[config.mk]
export PLATFORM = sky130hd
export DESIGN_NAME = nonrestoring_divider
export DESIGN_NICKNAME = d
export VERILOG_FILES = /design/src/rtl/nonrestoring_divider.sv
export SDC_FILE = /design/constraint.sdc
export NUM_CORES = 1
export LEC_CHECK = 0
export BUFFER_PORTS_ARGS = -buffer_cell sky130_fd_sc_hd__buf_2
export CAP_MARGIN = 20
export CORE_ASPECT_RATIO = 0.75
export CORE_UTILIZATION = 50
export CTS_BUF_LIST = sky130_fd_sc_hd__clkbuf_8
export DETAILED_ROUTE_END_ITERATION = 8
export GPL_ROUTABILITY_DRIVEN = 0
export HOLD_SLACK_MARGIN = 0.03
export PLACE_DENSITY = 0.79
export SYNTH_ARGS = -nofsm -noshare
export SYNTH_HDL_FRONTEND = slang
export SYNTH_SLANG_ARGS = --single-unit
[constraint.sdc]
create_clock -name clk -period 3.5 [get_ports clk]
set_clock_uncertainty 0.1 [all_clocks]
set_input_delay 0.35 -clock clk [delete_from_list [all_inputs] [get_ports clk]]
set_output_delay 0.35 -clock clk [all_outputs]
set_load 0.1 [all_outputs]
[src/rtl/nonrestoring_divider.sv]
// Sequential unsigned radix-2 non-restoring divider, one quotient bit per clock.
// start/busy/done handshake; results and div_by_zero held until overwritten.
module nonrestoring_divider #(
  parameter int WIDTH = 8
) (
  input  logic             clk,
  input  logic             rst_n,
  input  logic             start,
  input  logic [WIDTH-1:0] dividend,
  input  logic [WIDTH-1:0] divisor,
  output logic             busy,
  output logic             done,
  output logic [WIDTH-1:0] quotient,
  output logic [WIDTH-1:0] remainder,
  output logic             div_by_zero
);

  // state | meaning
  // IDLE  | waiting for start
  // RUN   | one non-restoring iteration per cycle, WIDTH cycles
  // FIX   | final remainder correction, load results
  // DONE  | done pulse; a new start is accepted here as in IDLE
  localparam int CW = $clog2(WIDTH + 1);

  typedef enum logic [1:0] {IDLE, RUN, FIX, DONE} state_t;

  state_t           state, state_nxt;
  logic [WIDTH:0]   p_q, p_nxt;
  logic [WIDTH-1:0] a_q, a_nxt;
  logic [WIDTH-1:0] d_q, d_nxt;
  logic [CW-1:0]    cnt_q, cnt_nxt;
  logic [WIDTH-1:0] quotient_nxt, remainder_nxt;
  logic             div_by_zero_nxt, busy_nxt, done_nxt;
  logic [WIDTH:0]   shift, d_ext, p_step, p_fix;

  always_ff @(posedge clk or negedge rst_n) begin
    if (!rst_n) state <= IDLE;
    else        state <= state_nxt;
  end

  assign shift  = {p_q[WIDTH-1:0], a_q[WIDTH-1]};
  assign d_ext  = {1'b0, d_q};
  // sign of the partial remainder picks subtract (>=0) or add-back (<0)
  assign p_step = p_q[WIDTH] ? (shift + d_ext) : (shift - d_ext);
  assign p_fix  = p_q[WIDTH] ? (p_q + d_ext) : p_q;

  always_comb begin
    state_nxt       = state;
    p_nxt           = p_q;
    a_nxt           = a_q;
    d_nxt           = d_q;
    cnt_nxt         = cnt_q;
    quotient_nxt    = quotient;
    remainder_nxt   = remainder;
    div_by_zero_nxt = div_by_zero;
    case (state)
      IDLE, DONE: begin
        state_nxt = IDLE;
        if (start) begin
          if (divisor != '0) begin
            p_nxt           = '0;
            a_nxt           = dividend;
            d_nxt           = divisor;
            cnt_nxt         = CW'(WIDTH);
            div_by_zero_nxt = 1'b0;
            state_nxt       = RUN;
          end else begin
            quotient_nxt    = '1;
            remainder_nxt   = dividend;
            div_by_zero_nxt = 1'b1;
            state_nxt       = DONE;
          end
        end
      end
      RUN: begin
        p_nxt   = p_step;
        a_nxt   = {a_q[WIDTH-2:0], ~p_step[WIDTH]};
        cnt_nxt = cnt_q - CW'(1);
        if (cnt_q == CW'(1)) state_nxt = FIX;
      end
      FIX: begin
        p_nxt         = p_fix;
        quotient_nxt  = a_q;
        remainder_nxt = p_fix[WIDTH-1:0];
        state_nxt     = DONE;
      end
      default: state_nxt = IDLE;
    endcase
    busy_nxt = (state_nxt == RUN) || (state_nxt == FIX);
    done_nxt = (state_nxt == DONE);
  end

  always_ff @(posedge clk or negedge rst_n) begin
    if (!rst_n) begin
      p_q         <= '0;
      a_q         <= '0;
      d_q         <= '0;
      cnt_q       <= '0;
      quotient    <= '0;
      remainder   <= '0;
      div_by_zero <= 1'b0;
      busy        <= 1'b0;
      done        <= 1'b0;
    end else begin
      p_q         <= p_nxt;
      a_q         <= a_nxt;
      d_q         <= d_nxt;
      cnt_q       <= cnt_nxt;
      quotient    <= quotient_nxt;
      remainder   <= remainder_nxt;
      div_by_zero <= div_by_zero_nxt;
      busy        <= busy_nxt;
      done        <= done_nxt;
    end
  end

endmodule

==> results.ini, run 1 <==
[run_status]
status = completed

[global_routing]
antenna_found_initial = 0
grt_usage_pct = 24.7
grt_use_met1_pct = 37.5
gr-max-usage-layer = met1
grt_start_max_net_pins = 35
grt_util_met2_pct = 37.2
grt_remaining_overflow = 0
grt_use_met3_pct = 5.01
grt_pass1_vias = 2517
grt_pass1_wl_mm = 12.5

[setup_path]
worstSetupStartpointType = flip-flop
crit_chain = inv_1, ha_1, mux2_2, fa_1, a21o_1, a21oi_1, o21ai_1, o31ai_2, xnor2_1, o22ai_1
worst_path_largest_cell_delay_ns = 0.43
critPathCaptureType = flip-flop
arrival_ns = 2.93
cp_top_family = compound AO/OA/AOI/OAI gates
critical_path_class = reg -> reg
required_ns = 3.57
cpMaxStageDelayCell = fa_1
worst-path-buf-inv = 1
critPathMaxFanout = 4

[synthesis]
syn_inst = 334
synth_seq_cells = 50
yosysUniqueCellTypes = 49
synth_ff_type = dfrtp_1
synth_warnings = 0
syn_area_per_cell_um2 = 9.20
synth_nets = 377
synth_area_mm2 = 0.00307
seq_area_frac_synth_pct = 40.7
synth_edf_count = 0
ys_async_sr_fraction_pct = 100

[final_layout]
area_growth_pct = 11.7
layout.nets = 415
instances_no_fill = 450
utilization_pct = 58.6
diodes = 0
drive_gt1_share_pct = 16.7

[sta]
hold_violations = 0
finalCritPeriodShare_pct = 81.8
rsz0062_at_grt = no
fin_tns_setup_ns = 0
slew_violations = 0
timing.fmax_ghz = 0.349
maxSlewHeadroom_pct = 47.0
finalSetupViolCount = 0
fin_crit_ns = 2.86
tightestPinTransition_ns = 0.794

[power]
p_per_area_mw_per_mm2 = 931
p_switching_w = 0.00163
seqPwrFrac_pct = 30.3
pwr-share-clk_pct = 10.2
leakagePower_nw = 1.53
pwr-share-comb_pct = 59.5
swShare_pct = 51.1
internal_power_w = 0.00156
ir_worst_vdd_uv = 767

[clock_tree]
cts_resized = 0
post_cts_buffers = 0
clock_latency_ns = 0.30
clockBufferDepth = 2
cts_tree = yes
clock-sinks = 50
cts_made_buffers = 5
htreeDepth = 2
cts.clk_slew.worst_paths_ns = 0.09
hold_buffers = 0
root_buffer = clkbuf_8

[worst_hold_path]
holdCritPathClass = in -> async

[placement]
port_buffers = 37
dp_hpwl_mm = 5.62
dpl.cell_count = 443

[route]
drtIter0Drc = 135
final_antenna_net_count = 0
viasPerCell = 5.75
routed_wl_mm = 7.25
route.vias.total = 2586
post_drt_wl_per_cell_um = 16.1
firstDrtPassIters = 4
drc_errors = 0

[floorplan]
dieArea_mm2 = 0.00647
die_x_um = 92.5
io_pins = 38
fp.dieH_um = 69.9
initial_core_util_pct = 52.5
rows = 24
core-area_mm2 = 0.00586

[job]
cap_violations = 0

## cell usage in the layout, fill, tap and decap left out, drive strengths merged, types with 2 or more instances in the layout
cell type  netlist  final
a211oi           8      8
a21o             8      8
a21oi           28     28
a31oi           10     10
buf              9     44
clkbuf           4      5
clkinv           2      2
clkinvlp         0      2
dfrtp           50     50
fa               2      2
ha              22     22
inv             17     17
mux2             7      7
mux2i            8      8
nand2           33     33
nand2b           4      4
nor2            29     29
nor2b            5      5
nor3             6      6
nor3b            3      3
nor4             3      3
o211ai           2      2
o21a             3      3
o21ai           38     38
o22ai            2      2
o31a             3      3
o31ai            3      3
xnor2            6      6
xor2             7      7
## metal layers
metal | up-vias | routed length, um
li1 | 1271 | -
met1 | 1235 | 3650
met3 | 8 | 347
met5 | - | 0
met4 | 0 | 57
met2 | 72 | 3200
## registers in the layout (all words and copies together), names as in the netlist
| signal | count |
|---|---|
| a_q | 8 |
| done | 1 |
| div_by_zero | 1 |
| remainder | 8 |
| quotient | 8 |
| d_q | 8 |
| cnt_q | 4 |
| busy | 1 |
| state | 2 |
| p_q | 9 |
## final cells by class
class,instances,area [um^2]
multi-input cells,252,1690
inverters,19,71.3
clock inverters,2,15.0
flip-flops and latches,50,1250
well taps,78,97.6
repair buffers,44,238
clock buffers,5,68.8
fillers,513,2420
## worst reg2reg max path: cells and delay by family, from the launching register on
| family | cells | cell delay (ns) |
|---|---|---|
| adders and majority gates | 2 | 0.68 |
| AOI/OAI and AO/OA | 5 | 0.91 |
| DFF | 1 | 0.42 |
| xor gates and xnor gates | 1 | 0.19 |
| muxes | 1 | 0.29 |
| buffers and inverters | 1 | 0.15 |
## power by group through the flow
stage / Combinational, W / Sequential (W) / Clock (W)
2_1_floorplan: 0.00113 / 0.00133 / 0
3_3_place_gp: 0.00183 / 0.000962 / 0
3_5_place_dp: 0.00188 / 0.000974 / 0
4_1_cts: 0.00189 / 0.000964 / 0.000333
5_1_grt: 0.00210 / 0.000993 / 0.000361
6_report: 0.00190 / 0.000968 / 0.000327
## kinds of logic after synthesis
kind of cell | Yosys count | share of synthesized area (%)
AO/OA/AOI/OAI | 113 | 22.7
XOR/XNOR | 13 | 3.95
adder cells (fa/ha/maj) | 24 | 10.3
buffers and inverters | 32 | 4.28
flip-flops | 50 | 40.7
multiplexers | 15 | 5.17
AND/OR/NAND/NOR | 87 | 12.9
## path summary, 6_finish.rpt
path                       cells past startpoint     endpoint  slack, ns        from
setup / recovery                              10       p_q[8]       0.64      d_q[1]
hold / removal                                 1  quotient[7]       0.03       rst_n
setup reg to reg                              10       p_q[8]       0.64      d_q[1]
hold reg to reg                                1     cnt_q[3]       0.38    cnt_q[3]
max in group asynchronous                      2       p_q[4]       2.53       rst_n
min in group clk                               2       d_q[6]       0.18  divisor[6]
## cell usage after synthesis (all sizes together) (8+ instances only)
cell | n | area share, %
a211oi | 8 | 2.1
a21o | 8 | 2.0
a21oi | 28 | 4.7
a31oi | 10 | 2.0
buf | 9 | 1.5
dfrtp | 50 | 41
ha | 22 | 9.0
inv | 17 | 2.1
mux2i | 8 | 2.6
nand2 | 33 | 4.0
nor2 | 29 | 3.5
o21ai | 38 | 6.2
## per-stage QoR
step / total power [W] / area (um^2) / setup slack [ns] / hold slack (ns)
after floorplan: 0.00245 / 3070 / 0.798 / -0.0456
after global placement: 0.00279 / 3350 / 0.808 / 0.361
after detailed placement: 0.00285 / 3350 / 0.709 / 0.369
after CTS: 0.00319 / 3430 / 0.645 / 0.0435
after global routing: 0.00346 / 3430 / 0.430 / 0.0742
final: 0.00320 / 3430 / 0.637 / 0.0276
Note: power is estimated with default switching activity, not from simulation.
==> inputs of run 2 (changes only) <==
==> constraint.sdc (replaced) <==
create_clock -name clk -period 2.8 [get_ports clk]
set_clock_uncertainty 0.1 [all_clocks]
set_input_delay 0.28 -clock clk [delete_from_list [all_inputs] [get_ports clk]]
set_output_delay 0.28 -clock clk [all_outputs]
set_load 0.1 [all_outputs]
==> run 2 against run 1 <==
  * Cell count is 1.8% higher
  * Flip-flop and latch count did not move
  * Die area unchanged
  * Worst hold slack gained 0.083 ns
  * Routed wire length is 3.1% higher
  * Critical path depth stayed put
  * Utilization rose by 1.5 points
  * Via count rose by 2.6%
  * Highest routed layer unchanged
==> results.ini, run 2 (synthesis results as in run 1) <==
[route]
drtIter0Drc = 170  ; was 135
route.vias.total = 2652  ; was 2586
final_antenna_net_count = 0  ; unchanged
drc_errors = 0  ; unchanged
viasPerCell = 5.79  ; was 5.75
post_drt_wl_per_cell_um = 16.3  ; was 16.1 um
routed_wl_mm = 7.47  ; was 7.25 mm
firstDrtPassIters = 5  ; was 4

[power]
p_per_area_mw_per_mm2 = 1170  ; was 931 mW/mm^2
leakagePower_nw = 1.58  ; was 1.53 nW
ir_worst_vdd_uv = 692  ; was 767 uV
total_power_w = 0.00411  ; was 0.00320 W

[sta]
finalSetupViolCount = 0  ; unchanged
timing.fmax_ghz = 0.372  ; was 0.349 GHz
hold_violations = 0  ; unchanged
slew_violations = 0  ; unchanged
finalCritPeriodShare_pct = 95.9  ; was 81.8%
layout_setup_ws_ns = 0.113  ; was 0.637 ns
tightestPinTransition_ns = 0.733  ; was 0.794 ns
maxSlewHeadroom_pct = 51.1  ; was 47.0%
fin_crit_ns = 2.69  ; was 2.86 ns

[clock_tree]
clockBufferDepth = 2  ; unchanged
clock-sinks = 50  ; unchanged
cts_tree = yes  ; unchanged
cts.clk_slew.worst_paths_ns = 0.09  ; about the same
cts_made_buffers = 5  ; unchanged
clock_latency_ns = 0.30  ; about the same
root_buffer = clkbuf_8  ; unchanged
htreeDepth = 2  ; unchanged

[placement]
dp_hpwl_mm = 5.70  ; was 5.62 mm
pre_cts_slack_ns = 0.00948  ; was 0.709 ns
port_buffers = 37  ; unchanged

[floorplan]
dieArea_mm2 = 0.00647  ; unchanged
core-area_mm2 = 0.00586  ; unchanged
rows = 24  ; unchanged
initial_core_util_pct = 52.5  ; unchanged
die_x_um = 92.5  ; unchanged
fp.dieH_um = 69.9  ; unchanged
io_pins = 38  ; unchanged

[setup_path]
worst_path_largest_cell_delay_ns = 0.44  ; was 0.43 ns
required_ns = 2.88  ; was 3.57 ns
cpMaxStageDelayCell = fa_1  ; unchanged
worstSetupStartpointType = flip-flop  ; unchanged
critical_path_class = reg -> reg  ; unchanged
arrival_ns = 2.77  ; was 2.93 ns
cp_top_family = compound AO/OA/AOI/OAI gates  ; unchanged
critPathMaxFanout = 4  ; unchanged
worst-path-buf-inv = 1  ; unchanged
crit_chain = inv_2, ha_1, mux2_2, fa_1, a21o_1, a21oi_2, o21ai_2, o31ai_2, xnor2_1, o22ai_1  ; was inv_1, ha_1, mux2_2, fa_1, a21o_1, a21oi_1, o21ai_1, o31ai_2, xnor2_1, o22ai_1
critPathCaptureType = flip-flop  ; unchanged

[global_routing]
grt_usage_pct = 25.0  ; was 24.7%
grt_pass1_vias = 2552  ; was 2517
grt_remaining_overflow = 0  ; unchanged
grt_pass1_wl_mm = 12.6  ; was 12.5 mm
grt_start_max_net_pins = 33  ; was 35
antenna_found_initial = 0  ; unchanged

[final_layout]
diodes = 0  ; unchanged
largest_register_ffs = 9  ; unchanged
area_growth_pct = 14.6  ; was 11.7%
largest_register = p_q  ; unchanged
drive_gt1_share_pct = 19.7  ; was 16.7%
layout.nets = 422  ; was 415
utilization_pct = 60.1  ; was 58.6%
layout_commonest_cell = dfrtp_1  ; unchanged
layout_common_cells = dfrtp_1 (50), buf_2 (37), nand2_1 (33), nor2_1 (29), a21oi_1 (26)  ; was dfrtp_1 (50), buf_2 (37), nand2_1 (33), nor2_1 (29), a21oi_1 (27)

[job]
cap_violations = 0  ; unchanged

[worst_hold_path]
holdCritPathClass = in -> reg  ; was in -> async

[run_status]
status = completed  ; unchanged

run 2: path summary, 6_finish.rpt:
check	start	end	slack, ns	cells past startpoint
min	divisor[6]	d_q[6]	0.11	2
max reg2reg	d_q[1]	p_q[8]	0.11	10
min reg2reg	remainder[6]	remainder[6]	0.39	2
max	d_q[1]	p_q[8]	0.11	10
max in group asynchronous	rst_n	a_q[1]	1.51	3
min in group asynchronous	rst_n	p_q[6]	0.46	2
run 2: where the power goes:
group / internal, W / switching [W] / leakage (nW)
clock network: 0.000199 / 0.000240 / 0.0472
registers: 0.000960 / 0.000254 / 0.599
logic: 0.000867 / 0.00159 / 0.932
total: 0.00203 / 0.00208 / 1.58
run 2: routing by layer:
layer / track usage [%] / wire (um) / up-vias
met1: 37.0 / 3600 / 1274
met5: 0 / 0 / -
li1: - / - / 1282
met4: 4.69 / 69 / 0
met3: 4.36 / 408 / 9
met2: 38.9 / 3400 / 87
run 2: metrics by stage:
| step | std cells | TNS [ns] | instance area (um^2) | hold WS, ns |
|---|---|---|---|---|
| 5_1_grt | 458 | -0.00642 | 3520 | 0.108 |
| 6_report | 458 | 0 | 3520 | 0.110 |
| 3_5_place_dp | 445 | 0 | 3360 | 0.285 |
| 3_3_place_gp | 445 | 0 | 3360 | 0.276 |
| 2_1_floorplan | 334 | 0 | 3070 | -0.116 |
| 4_1_cts | 454 | 0 | 3470 | 0.105 |
run 2: worst reg2reg max path: stages, from the launching register on:
cell	delay, ns
dfrtp_1	0.42
inv_2	0.08
ha_1	0.27
mux2_2	0.29
fa_1	0.44
a21o_1	0.19
a21oi_2	0.19
o21ai_2	0.10
o31ai_2	0.21
xnor2_1	0.18
o22ai_1	0.10
run 2: repair_timing:
action                     4_1_cts  5_1_grt
gates resized for setup          1        5
setup endpoints to repair        2        4
pin swaps                        0        1
buffers inserted                 0        3
hold endpoints to repair        30        0
hold buffers                     1        0
run 2: layout make-up:
class	instances	area [um^2]
fill	496	2330
clock buffer	6	82.6
clock inverter	2	12.5
sequential	50	1250
tap	78	97.6
inverter	19	71.3
multi-input combinational	252	1710
timing repair buffer	51	293
==> inputs of run 3 (changes only) <==
--- a/config.mk
+++ b/config.mk
@@ -13,7 +13,7 @@
 export DETAILED_ROUTE_END_ITERATION = 8
 export GPL_ROUTABILITY_DRIVEN = 0
 export HOLD_SLACK_MARGIN = 0.03
-export PLACE_DENSITY = 0.79
+export PLACE_DENSITY = 0.68
 export SYNTH_ARGS = -nofsm -noshare
 export SYNTH_HDL_FRONTEND = slang
 export SYNTH_SLANG_ARGS = --single-unit
==> run 3 against run 2 <==
  * Utilization grew 0.77 points
  * Clock power grew 45%
  * Cell count grew 0.22%
  * Flip-flop and latch count is the same
  * Total power grew 3.8%
  * Critical path depth is the same
  * Global-route usage shrank 0.059 points
  * Via count shrank 0.94%
  * First-iteration DRC count shrank 36%
  * Non-clock buffer count grew 1
  * Worst hold slack lost 0.012 ns
  * Sequential share of layout area shrank 0.45 points
  * Critical path type unchanged
  * Critical endpoint unchanged
==> results.ini, run 3 (synthesis results as in run 1) <==
[sta]
finalCritPeriodShare_pct = 94.0  ; was 95.9%
rsz0062_at_grt = no
slew_violations = 0  ; unchanged
tightestPinTransition_ns = 0.572  ; was 0.733 ns
maxSlewHeadroom_pct = 61.6  ; was 51.1%
hold_violations = 0  ; unchanged
fin_tns_setup_ns = 0  ; unchanged
finalSetupViolCount = 0  ; unchanged
fin_crit_ns = 2.63  ; was 2.69 ns
timing.fmax_ghz = 0.380  ; was 0.372 GHz

[final_layout]
largest_register_ffs = 9  ; unchanged
area_growth_pct = 16.0  ; was 14.6%
multi_input_area_mm2 = 0.00170  ; was 0.00171 mm^2
regArea_mm2 = 0.00125  ; unchanged
largest_register = p_q  ; unchanged
layout_commonest_cell = dfrtp_1  ; unchanged
layout_common_cells = dfrtp_1 (50), buf_2 (37), nand2_1 (33), nor2_1 (29), a21oi_1 (26)  ; unchanged
diodes = 0  ; unchanged
nFillCells = 514  ; was 496
layout.nets = 423  ; was 422
drive_gt1_share_pct = 18.9  ; was 19.7%

[route]
post_drt_wl_per_cell_um = 16.3  ; about the same
drc_errors = 0  ; unchanged
routed_wl_mm = 7.47  ; about the same
final_antenna_net_count = 0  ; unchanged
route.vias.total = 2627  ; was 2652
viasPerCell = 5.72  ; was 5.79
firstDrtPassIters = 4  ; was 5
drtIter0Drc = 109  ; was 170

[power]
leakagePower_nw = 1.61  ; was 1.58 nW
ir_worst_vdd_uv = 695  ; was 692 uV
total_power_w = 0.00427  ; was 0.00411 W
p_per_area_mw_per_mm2 = 1200  ; was 1170 mW/mm^2

[placement]
port_buffers = 37  ; unchanged
dp_hpwl_mm = 5.72  ; was 5.70 mm

[global_routing]
grt_pass1_wl_mm = 12.5  ; was 12.6 mm
grt_remaining_overflow = 0  ; unchanged
grt_pass1_vias = 2568  ; was 2552
grt_start_max_net_pins = 33  ; unchanged
grt_usage_pct = 25.0  ; about the same
antenna_found_initial = 0  ; unchanged

[clock_tree]
clock_latency_ns = 0.31  ; was 0.30 ns
clock-sinks = 50  ; unchanged
cts_made_buffers = 5  ; unchanged
clockBufferDepth = 2  ; unchanged
htreeDepth = 2  ; unchanged
cts.clk_slew.worst_paths_ns = 0.09  ; about the same
cts_tree = yes  ; unchanged
root_buffer = clkbuf_8  ; unchanged

[floorplan]
core-area_mm2 = 0.00586  ; unchanged
die_x_um = 92.5  ; unchanged
fp.dieH_um = 69.9  ; unchanged
dieArea_mm2 = 0.00647  ; unchanged
initial_core_util_pct = 52.5  ; unchanged
rows = 24  ; unchanged
io_pins = 38  ; unchanged

[setup_path]
worstSetupStartpointType = flip-flop  ; unchanged
reg2reg_slack_ns = 0.17  ; was 0.11 ns
required_ns = 2.89  ; was 2.88 ns
arrival_ns = 2.72  ; was 2.77 ns
critPathCaptureType = flip-flop  ; unchanged
endpoint = p_q[8]  ; unchanged
startpoint = d_q[0]  ; was d_q[1]
worstReg2RegStart = d_q[0]  ; was d_q[1]
critical_path_class = reg -> reg  ; unchanged
critPathMaxFanout = 3  ; was 4
r2r_end = p_q[8]  ; unchanged
r2r.worst_path.cells = 10  ; unchanged

[worst_hold_path]
hold_depth = 3  ; was 2
holdCritPathClass = in -> reg  ; unchanged

[job]
cap_violations = 0  ; unchanged

[run_status]
status = completed  ; unchanged

-- run 3: critical path, cell delays in order (launching register included) --
cell,delay [ns]
dfrtp_1,0.36
inv_1,0.07
ha_1,0.29
mux2_2,0.29
fa_1,0.44
a21o_1,0.19
a21oi_2,0.16
o21ai_1,0.11
o31ai_2,0.21
xnor2_1,0.18
o22ai_1,0.10
-- run 3: power breakdown --
part	internal, W	switching (W)	total (W)
clock network	0.000381	0.000254	0.000635
logic	0.000860	0.00157	0.00243
registers	0.000960	0.000239	0.00120
total	0.00220	0.00207	0.00427
-- run 3: worst min-delay path by stage --
stage          startpoint  endpoint
3_3_place_gp        rst_n    p_q[3]
4_1_cts        divisor[1]    d_q[1]
6_report       divisor[1]    d_q[1]
3_5_place_dp        rst_n    p_q[3]
5_1_grt        divisor[1]    d_q[1]
2_1_floorplan       rst_n    a_q[0]
-- run 3: routing by layer --
layer | vias to the layer above | wire, um | global-route usage [%]
li1 | 1287 | - | -
met1 | 1266 | 3800 | 38.0
met2 | 67 | 3210 | 36.7
met3 | 7 | 410 | 4.25
met4 | 0 | 53 | 6.60
met5 | - | 0 | 0
-- run 3: through the flow --
step                      instance area, um^2  setup slack, ns  cells  util, %  hold slack (ns)
after floorplan                          3070           0.0979    334        -           -0.116
after global placement                   3380            0.124    447     57.7            0.165
after detailed placement                 3390           0.0636    448     57.9            0.166
after CTS                                3540           0.0367    457     60.5            0.102
after global routing                     3570           0.0316    459     60.9            0.110
final                                    3570            0.168    459     60.9           0.0985
-- run 3: final cells by class --
cell class	instances	area share, %
clock buffer	6	2.32
clock inverter	2	1.68
inverter	19	2.00
multi-input combinational	252	47.6
sequential	50	35.1
tap	78	2.74
timing repair buffer	52	8.53
-- run 3: what timing repair did --
| action | CTS | global route |
|---|---|---|
| endpoints found under the setup margin | 0 | 3 |
| setup buffers | 0 | 2 |
| endpoints found under the hold margin | 18 | 0 |
| gates resized for setup | 0 | 2 |
| hold buffers | 1 | 0 |
